### src/rtl/prio_enc_pkg.sv
// Shared definitions for the registered priority encoder: selection modes,
// FSM state encoding and the one-hot helper used to clear a granted bit.
package prio_enc_pkg;

  localparam int PRIO_FIXED = 0;
  localparam int PRIO_RR    = 1;

  // Single-bit encoding so the HOLD state bit is itself the out_valid flop.
  typedef enum logic {
    IDLE = 1'b0,
    HOLD = 1'b1
  } state_t;

  // Widest legal request vector; callers size-cast the result down to N.
  function automatic logic [255:0] onehot(input int unsigned idx, input int unsigned n);
    logic [255:0] v;
    v = '0;
    if (idx < n) v[idx] = 1'b1;
    return v;
  endfunction

endpackage

### src/rtl/prio_sel.sv
// Combinational search for the first set request at or above a start index,
// wrapping from N-1 back to 0; start = 0 degenerates to lowest-index-wins.
module prio_sel #(
  parameter int N = 8,
  localparam int IW = $clog2(N)
) (
  input  logic [N-1:0]  req,
  input  logic [IW-1:0] start,
  output logic [IW-1:0] idx,
  output logic          any
);

  logic [2*N-1:0] dbl;
  int             hit;

  // Concatenating req with itself turns the wrap-around into a linear search
  // over bits [start, start+N), so one priority scan covers both halves.
  always_comb begin
    dbl = {req, req};
    hit = 0;
    for (int j = 2*N-1; j >= 0; j--) begin
      if (dbl[j] && (j >= int'(start))) hit = j;
    end
    any = |req;
    idx = (hit >= N) ? IW'(hit - N) : IW'(hit);
  end

endmodule

### src/rtl/prio_encoder_q.sv
// Registered N-input priority encoder with sticky pending requests, overflow
// pulse and a valid/ready grant port; fixed-priority or round-robin selection.
module prio_encoder_q
  import prio_enc_pkg::*;
#(
  parameter int N    = 8,
  parameter int MODE = PRIO_FIXED,
  localparam int IW  = $clog2(N)
) (
  input  logic          clk,
  input  logic          rst_n,
  input  logic          en,
  input  logic [N-1:0]  in,
  output logic [IW-1:0] out,
  output logic          out_valid,
  input  logic          out_ready,
  output logic [N-1:0]  pend,
  output logic          ovf
);

  state_t        state, state_next;
  logic [IW-1:0] ptr, ptr_next;
  logic [N-1:0]  newreq, clr, pend_next;
  logic          acc, ovf_next, load;
  logic [IW-1:0] sel_idx, sel_start;
  logic          sel_any;

  always_comb begin
    newreq    = en ? in : '0;
    acc       = out_valid && out_ready;
    clr       = acc ? N'(onehot(int'(out), N)) : '0;
    pend_next = (pend & ~clr) | newreq;
    ovf_next  = |(newreq & pend & ~clr);
    ptr_next  = ptr;
    if (acc) ptr_next = (out == IW'(N-1)) ? '0 : out + 1'b1;
    // The round-robin pointer advances before the reload is selected, so the
    // grant just accepted drops to lowest priority in the same cycle.
    sel_start = (MODE == PRIO_RR) ? ptr_next : '0;
  end

  prio_sel #(.N(N)) u_sel (
    .req   (pend_next),
    .start (sel_start),
    .idx   (sel_idx),
    .any   (sel_any)
  );

  always_ff @(posedge clk or negedge rst_n) begin
    if (!rst_n) state <= IDLE;
    else        state <= state_next;
  end

  always_comb begin
    state_next = state;
    case (state)
      IDLE: if (sel_any) state_next = HOLD;
      HOLD: if (acc && !sel_any) state_next = IDLE;
      default: state_next = IDLE;
    endcase
  end

  always_comb begin
    load = 1'b0;
    case (state)
      IDLE: load = sel_any;
      HOLD: load = acc && sel_any;
      default: load = 1'b0;
    endcase
  end

  assign out_valid = (state == HOLD);

  always_ff @(posedge clk or negedge rst_n) begin
    if (!rst_n) begin
      out  <= '0;
      pend <= '0;
      ptr  <= '0;
      ovf  <= 1'b0;
    end else begin
      if (load) out <= sel_idx;
      pend <= pend_next;
      ptr  <= ptr_next;
      ovf  <= ovf_next;
    end
  end

endmodule

### config.mk
export PLATFORM = sky130hd
export DESIGN_NAME = prio_encoder_q
export DESIGN_NICKNAME = d
export VERILOG_FILES = /design/src/rtl/prio_enc_pkg.sv /design/src/rtl/prio_sel.sv /design/src/rtl/prio_encoder_q.sv
export SDC_FILE = /design/constraint.sdc
export NUM_CORES = 1
export LEC_CHECK = 0
export CAP_MARGIN = 10
export CORE_MARGIN = 3
export CORE_UTILIZATION = 44
export DETAILED_ROUTE_END_ITERATION = 6
export PLACE_DENSITY = 0.78
export REMOVE_ABC_BUFFERS = 1
export SYNTH_ARGS = -nofsm -noshare
export SYNTH_HDL_FRONTEND = slang
export SYNTH_SLANG_ARGS = --single-unit
### constraint.sdc
create_clock -name clk -period 2.1 [get_ports clk]
set_input_delay 0.42 -clock clk [delete_from_list [all_inputs] [get_ports clk]]
set_output_delay 0.42 -clock clk [all_outputs]
set_load 0.01 [all_outputs]
Yosys cells after proc, flatten, opt, wreduce, memory -nomap -nowiden
Index checks and enable logic that the tools add are counted.
{"block": "classes", "mux": 17, "bitwise_logic": 6, "reduce_logical": 7, "multipliers": 0, "n_div": 0, "n_shift": 0, "n_eq_ne": 0, "order_cmp": 3, "add_sub_neg": 1}
{"cell": "$mux 32", "count": 7}
{"cell": "$ge 32x5->1 const B", "count": 1}
{"cell": "$and 8x8->8", "count": 3}
{"cell": "$mux 8", "count": 2}
{"cell": "$reduce_or 8->1", "count": 2}
{"cell": "$lt 3x9->1 const B", "count": 1}
{"cell": "$not 8->8", "count": 1}
{"cell": "$or 8x8->8", "count": 1}
{"cell": "$mux 3", "count": 2}
{"cell": "$logic_and 1x1->1", "count": 4}
{"cell": "$pmux 1 s2", "count": 2}
{"cell": "$demux 1 s3", "count": 1}
{"cell": "$ge 3x1->1 const B", "count": 1}
{"cell": "$mux 1", "count": 3}
{"cell": "$sub 3x1->3 const B", "count": 1}
{"cell": "$logic_not 1->1", "count": 1}
{"cell": "$not 1->1", "count": 1}
{"block": "word_totals", "romBits": 0, "latchBits": 0, "ramBits": 0, "inputBits": 12, "reg_bits": 13, "mem_count": 0, "out_inout_bits": 13, "word_cells": 38}

Logic depth before layout (Yosys ltp)
{"block": "logic_depth", "depth_word": 18, "depth_mapped": 6, "depth_no_buf": 6}

By module
From an unflattened synthesis, not the netlist that was laid out.
{"block": "unflattened", "cells_unflattened": 98, "hier_area_um2": 870.8}
{"mod": "prio_encoder_q", "area_per_inst_um2": 636.9, "cells_each": 60, "seq_area_each_um2": 325.3, "instances": 1}
{"mod": "prio_sel", "area_per_inst_um2": 234.0, "cells_each": 38, "seq_area_each_um2": 0.0, "instances": 1}

Worst setup path after synthesis
OpenSTA, ideal clock, no wires.
{"block": "synth_timing", "path_type": "flip-flop to flip-flop", "start": "register out[1]", "end": "register out[0]", "period_less_slack_ns": 1.751, "setup_slack_ns": 0.349, "path_buffers": 0, "path_stages_with_launch": 7, "arrival_time_ns": 1.624, "setup_time_ns": 0.127, "required_ns": 1.973, "path_cell_list": "dfrtp_1 > nand2b_1 > o21ai_1 > nand3_2 > nor4_4 > nor2_1 > mux2_1"}
{"block": "synth_via", "elab_chain_len": 18, "elab_cells_between_ends": 23, "classes_between": "1 x add/sub; 3 x order compare; 13 x mux; 3 x bitwise; 3 x reduce/logical"}
{"item": "start: declaration", "line": "prio_encoder_q.sv:14", "source": "output logic [IW-1:0] out,"}
{"item": "start signal: assignment", "line": "prio_encoder_q.sv:80", "source": "if (load) out <= sel_idx;"}
{"item": "$lt 3x9->1 (not written as such) or $ge 3x1->1 (tied branches)", "line": "prio_enc_pkg.sv:18", "source": "if (idx < n) v[idx] = 1'b1;"}
{"item": "$logic_and 1x1->1 (not written as such)", "line": "prio_enc_pkg.sv:18"}
{"item": "$mux 1 (not written as such)", "line": "prio_enc_pkg.sv:18"}
{"item": "$demux 1 s3 (*)", "line": "prio_enc_pkg.sv:18"}
{"item": "$mux 8 (*)", "line": "prio_encoder_q.sv:31", "source": "clr = acc ? N'(onehot(int'(out), N)) : '0;"}
{"item": "$not 8->8 (*)", "line": "prio_encoder_q.sv:32", "source": "pend_next = (pend & ~clr) | newreq;"}
{"item": "$and 8x8->8 (*)", "line": "prio_encoder_q.sv:32"}
{"item": "$or 8x8->8 (*)", "line": "prio_encoder_q.sv:32"}
{"item": "$mux 3", "line": "prio_sel.sv:22", "source": "if (dbl[j] && (j >= int'(start))) hit = j;"}
{"item": "$mux 32 (7 in series)", "line": "prio_sel.sv:22"}
{"item": "$ge 32x5->1 or $sub 3x1->3 (tied branches)", "line": "prio_sel.sv:25", "source": "idx = (hit >= N) ? IW'(hit - N) : IW'(hit);"}
{"item": "$mux 3", "line": "prio_sel.sv:25"}
Mark *: on every way between the ends. The rest lies on a longest branch, timed or not.
A chain may end at the register's enable or synchronous reset.

Worst setup path after layout
{"block": "layout_timing", "start": "input en", "end": "register out[0]"}
{"block": "layout_via", "elab_chain_len": 12, "elab_cells_between_ends": 16, "classes_between": "1 x add/sub; 1 x order compare; 11 x mux; 1 x bitwise; 2 x reduce/logical"}
{"item": "start: declaration", "line": "prio_encoder_q.sv:12", "source": "input logic en,"}
{"item": "$mux 8 (*)", "line": "prio_encoder_q.sv:29", "source": "newreq = en ? in : '0;"}
{"item": "$or 8x8->8 (*)", "line": "prio_encoder_q.sv:32"}
{"item": "$mux 3", "line": "prio_sel.sv:22"}
{"item": "$mux 32 (7 in series)", "line": "prio_sel.sv:22"}
{"item": "$ge 32x5->1 or $sub 3x1->3 (tied branches)", "line": "prio_sel.sv:25"}
{"item": "$mux 3", "line": "prio_sel.sv:25"}
Marks and branches as above.

==> Implementation_results.wiki <==
{| class="wikitable"
! Metric !! Value
|-
| Distinct cells, synth || 28
|-
| Overall global routing resource usage || 0.222
|-
| RSZ-0062 raised after global routing || no
|-
| First-pass GRT wire length || 3460 um
|-
| Critical path startpoint category || input port
|-
| Total core area || 0.00156 mm^2
|-
| Summed negative setup slack over all endpoints || 0 ns
|-
| Clock tree from TritonCTS || built
|-
| Hold crit path type || input port to async pin
|-
| Starting density of the core || 0.486
|-
| Logic gate share of total power || 0.450
|-
| EDFF count, synth || 0
|-
| Placed wire-length estimate after detailed placement || 1660 um
|-
| Average cell area after synthesis || 9.36 um^2
|-
| Buffer levels on the longest clock path || 2
|-
| Share of the clock period used by the worst path after layout || 0.900
|-
| Number of gates given a new drive strength after cts || 0
|-
| # H-tree levels || 1
|-
| Critical Setup Path Class || input port to register
|-
| Async SR Flop Fraction || 1.00
|-
| Number of pins exceeding their max-slew limit in the final report || 0
|-
| Antenna Cells || 0
|-
| DP Area || 0.00116 mm^2
|-
| Final cell count without fillers || 143
|-
| Post-layout instance area || 0.00121 mm^2
|-
| Share of post-route cells with drive strength above 1 || 0.307
|-
| Setup ws final || 0.210 ns
|-
| Sum of overflow across all layers after global routing || 0
|-
| Netlist area before placement || 758 um^2
|-
| GRT Max-Usage Layer || met2
|-
| Reg-to-reg startpoint || out[1]
|-
| CTS hold repair buffers || 0
|-
| Warning count from the yosys run || 0
|-
| Worst-Margin Slew || 0.606 ns
|-
| Min Clock Period, post-route || 1.89 ns
|-
| Flops & latches, synth || 13
|-
| Largest area contributor in the netlist || dfrtp_1
|-
| Post-CTS setup buffer count || 0
|-
| List of cells traversed by the critical path || clkdlybuf4s50_1 -> o21ai_0 -> nand3_2 -> nor4_4 -> nor2_1 -> mux2_1
|-
| Maximum vdd ir drop || 0.496 mV
|-
| Post-place setup slack || -0.271 ns
|-
| Net total in the final layout || 140
|-
| Worst reg2reg endpoint || out[0]
|-
| NetSw || 0.303 mW
|-
| Proportion of power drawn by the clock network || 0.177
|-
| Total power per unit cell area || 731 mW/mm^2
|-
| Arrival time of data at the critical path endpoint || 2.05 ns
|-
| Number of global-route vias before repair || 808
|-
| Power share of the sequential group || 0.373
|-
| Clock-pin slew on the worst setup and hold paths || 0.08 ns
|-
| Largest net degree at the start of global routing || 14
|-
| # Max-Cap Violations || 0
|-
| Number of instances in the synthesized netlist || 81
|-
| Switch share || 0.341
|-
| Setup skew after layout || 0.000905 ns
|-
| Via count normalized by instance count || 5.59
|-
| Grt met3 use || 0.0489
|-
| Met1 routing resource usage after global routing || 0.274
|-
| Met2 usage in global routing || 0.369
|-
| Relative slew margins || 0.595
|-
| Total wire length after detailed routing || 2110 um
|-
| Reg-to-reg slack, setup || 0.22 ns
|-
| Post-route DRC violation count || 0
|-
| DRT iter0 DRCs || 13
|-
| Final antenna-violating net count || 0
|-
| Setup violations, final || 0
|-
| Share of synthesized area occupied by flip-flops and latches || 0.429
|-
| Die Area || 0.00226 mm^2
|-
| Final estimated routing congestion in global placement || 0.881
|-
| Chip height || 47.5 um
|-
| Horizontal die dimension || 47.5 um
|-
| Count of TritonRoute iterations in the first routing pass || 4
|-
| Worst setup path startpoint || en
|-
| Vias after detailed routing || 799
|-
| Cell at the root of the clock tree || clkbuf_4
|-
| Standard-cell row count || 14
|-
| Leakage power of the design || 0.529 nW
|-
| Result of the run || finished clean
|-
| Upper clock frequency limit || 529 MHz
|-
| Endpoint type of the worst setup path || register
|-
| # IOs || 25
|-
| Final hold violation count || 0
|-
| Number of I/O port buffers || 24
|-
| Number of cells on the worst reg-to-reg path || 6
|-
| Power Total || 0.888 mW
|-
| Synth area leaders || dfrtp_1, nand2_1, nand3_2, inv_1, o21ai_2
|-
| Antenna violations before repair || 0
|-
| Required time of the critical path || 2.26 ns
|-
| Slowest-stage cell, CP || clkdlybuf4s50_1
|-
| Most instantiated flip-flop cell in the synthesis netlist || dfrtp_1
|-
| Insertion delay of the later-clocked pin in the worst-skew pair || 0.28 ns
|-
| Share of the synthesized area in the top cell type || 0.429
|-
| Wirelength per Cell || 14.7 um
|-
| Internal power || 0.585 mW
|-
| CP max FO || 12
|-
| Number of buffers created by CTS || 3
|-
| TritonCTS sink count || 13
|-
| CP max stage delay || 0.60 ns
|-
| Dpl cells || 139
|-
| Layout Area Growth over Synthesis || 60.2%
|}
## logic make-up after synthesis
group	Yosys count	synth area share
multiplexers	1	0.0149
AO/OA/AOI/OAI	26	0.252
AND/OR/NAND/NOR	31	0.254
flip-flops	13	0.429
buffers and inverters	10	0.0495
## stage by stage
step	hold slack [ns]	util
finish	0.518	0.779
global route	0.540	0.779
CTS	0.538	0.759
detailed placement	0.558	0.742
global placement	0.558	0.742
floorplan	0.124	-
## area by class of cell
| class | instances | area, um^2 |
|---|---|---|
| Tap cell | 16 | 20.0 |
| Fill cell | 111 | 344 |
| Clock buffer | 4 | 26.3 |
| Timing Repair Buffer | 43 | 385 |
| Sequential cell | 13 | 325 |
| Inverter | 9 | 33.8 |
| Multi-Input combinational cell | 58 | 424 |
## power groups by stage
stage / Combinational (mW) / Sequential [mW] / Clock (mW)
after detailed placement: 0.381 / 0.330 / 0
after CTS: 0.385 / 0.325 / 0.161
after floorplan: 0.136 / 0.343 / 0
final: 0.400 / 0.331 / 0.157
after global routing: 0.430 / 0.337 / 0.173
after global placement: 0.377 / 0.330 / 0
## worst max-delay path by stage
stage,cells past startpoint,end
floorplan,6,out[0]
global placement,8,out[0]
detailed placement,7,out[0]
CTS,7,out[0]
global route,6,out[0]
finish,6,out[0]
## worst max-delay path, delay by kind of cell
kind | cells | cell delay, ns
buffers and inverters | 1 | 0.60
AO/OA/AOI/OAI | 1 | 0.25
multiplexers | 1 | 0.30
AND/OR/NAND/NOR | 3 | 0.47
## synthesized netlist by cell type, drive strengths merged (2+ instances only)
library cell   n
nand2         16
dfrtp         13
o21ai         11
inv            9
nand3          6
nor2           3
nand2b         2
o21a           2
o22a           2
o22ai          2
o31ai          2
## routing by layer
layer / up-vias / routed length (um)
met1: 383 / 902
met4: 0 / 31
li1: 382 / -
met2: 29 / 1060
met3: 5 / 115
met5: - / 0
## registers in the layout, summed over array words and instances, names as in the netlist
signal,cells
pend,8
out,3
out_valid,1
ovf,1
## layout by cell type, fill, tap and decap left out, drive strengths merged, types with 2 or more instances in the layout
| master | n |
|---|---|
| buf | 19 |
| clkbuf | 4 |
| clkdlybuf4s50 | 23 |
| dfrtp | 13 |
| inv | 9 |
| nand2 | 16 |
| nand2b | 2 |
| nand3 | 6 |
| nor2 | 3 |
| o21a | 2 |
| o21ai | 11 |
| o22a | 2 |
| o22ai | 2 |
| o31ai | 2 |
Power figures use the tool's default switching activity.
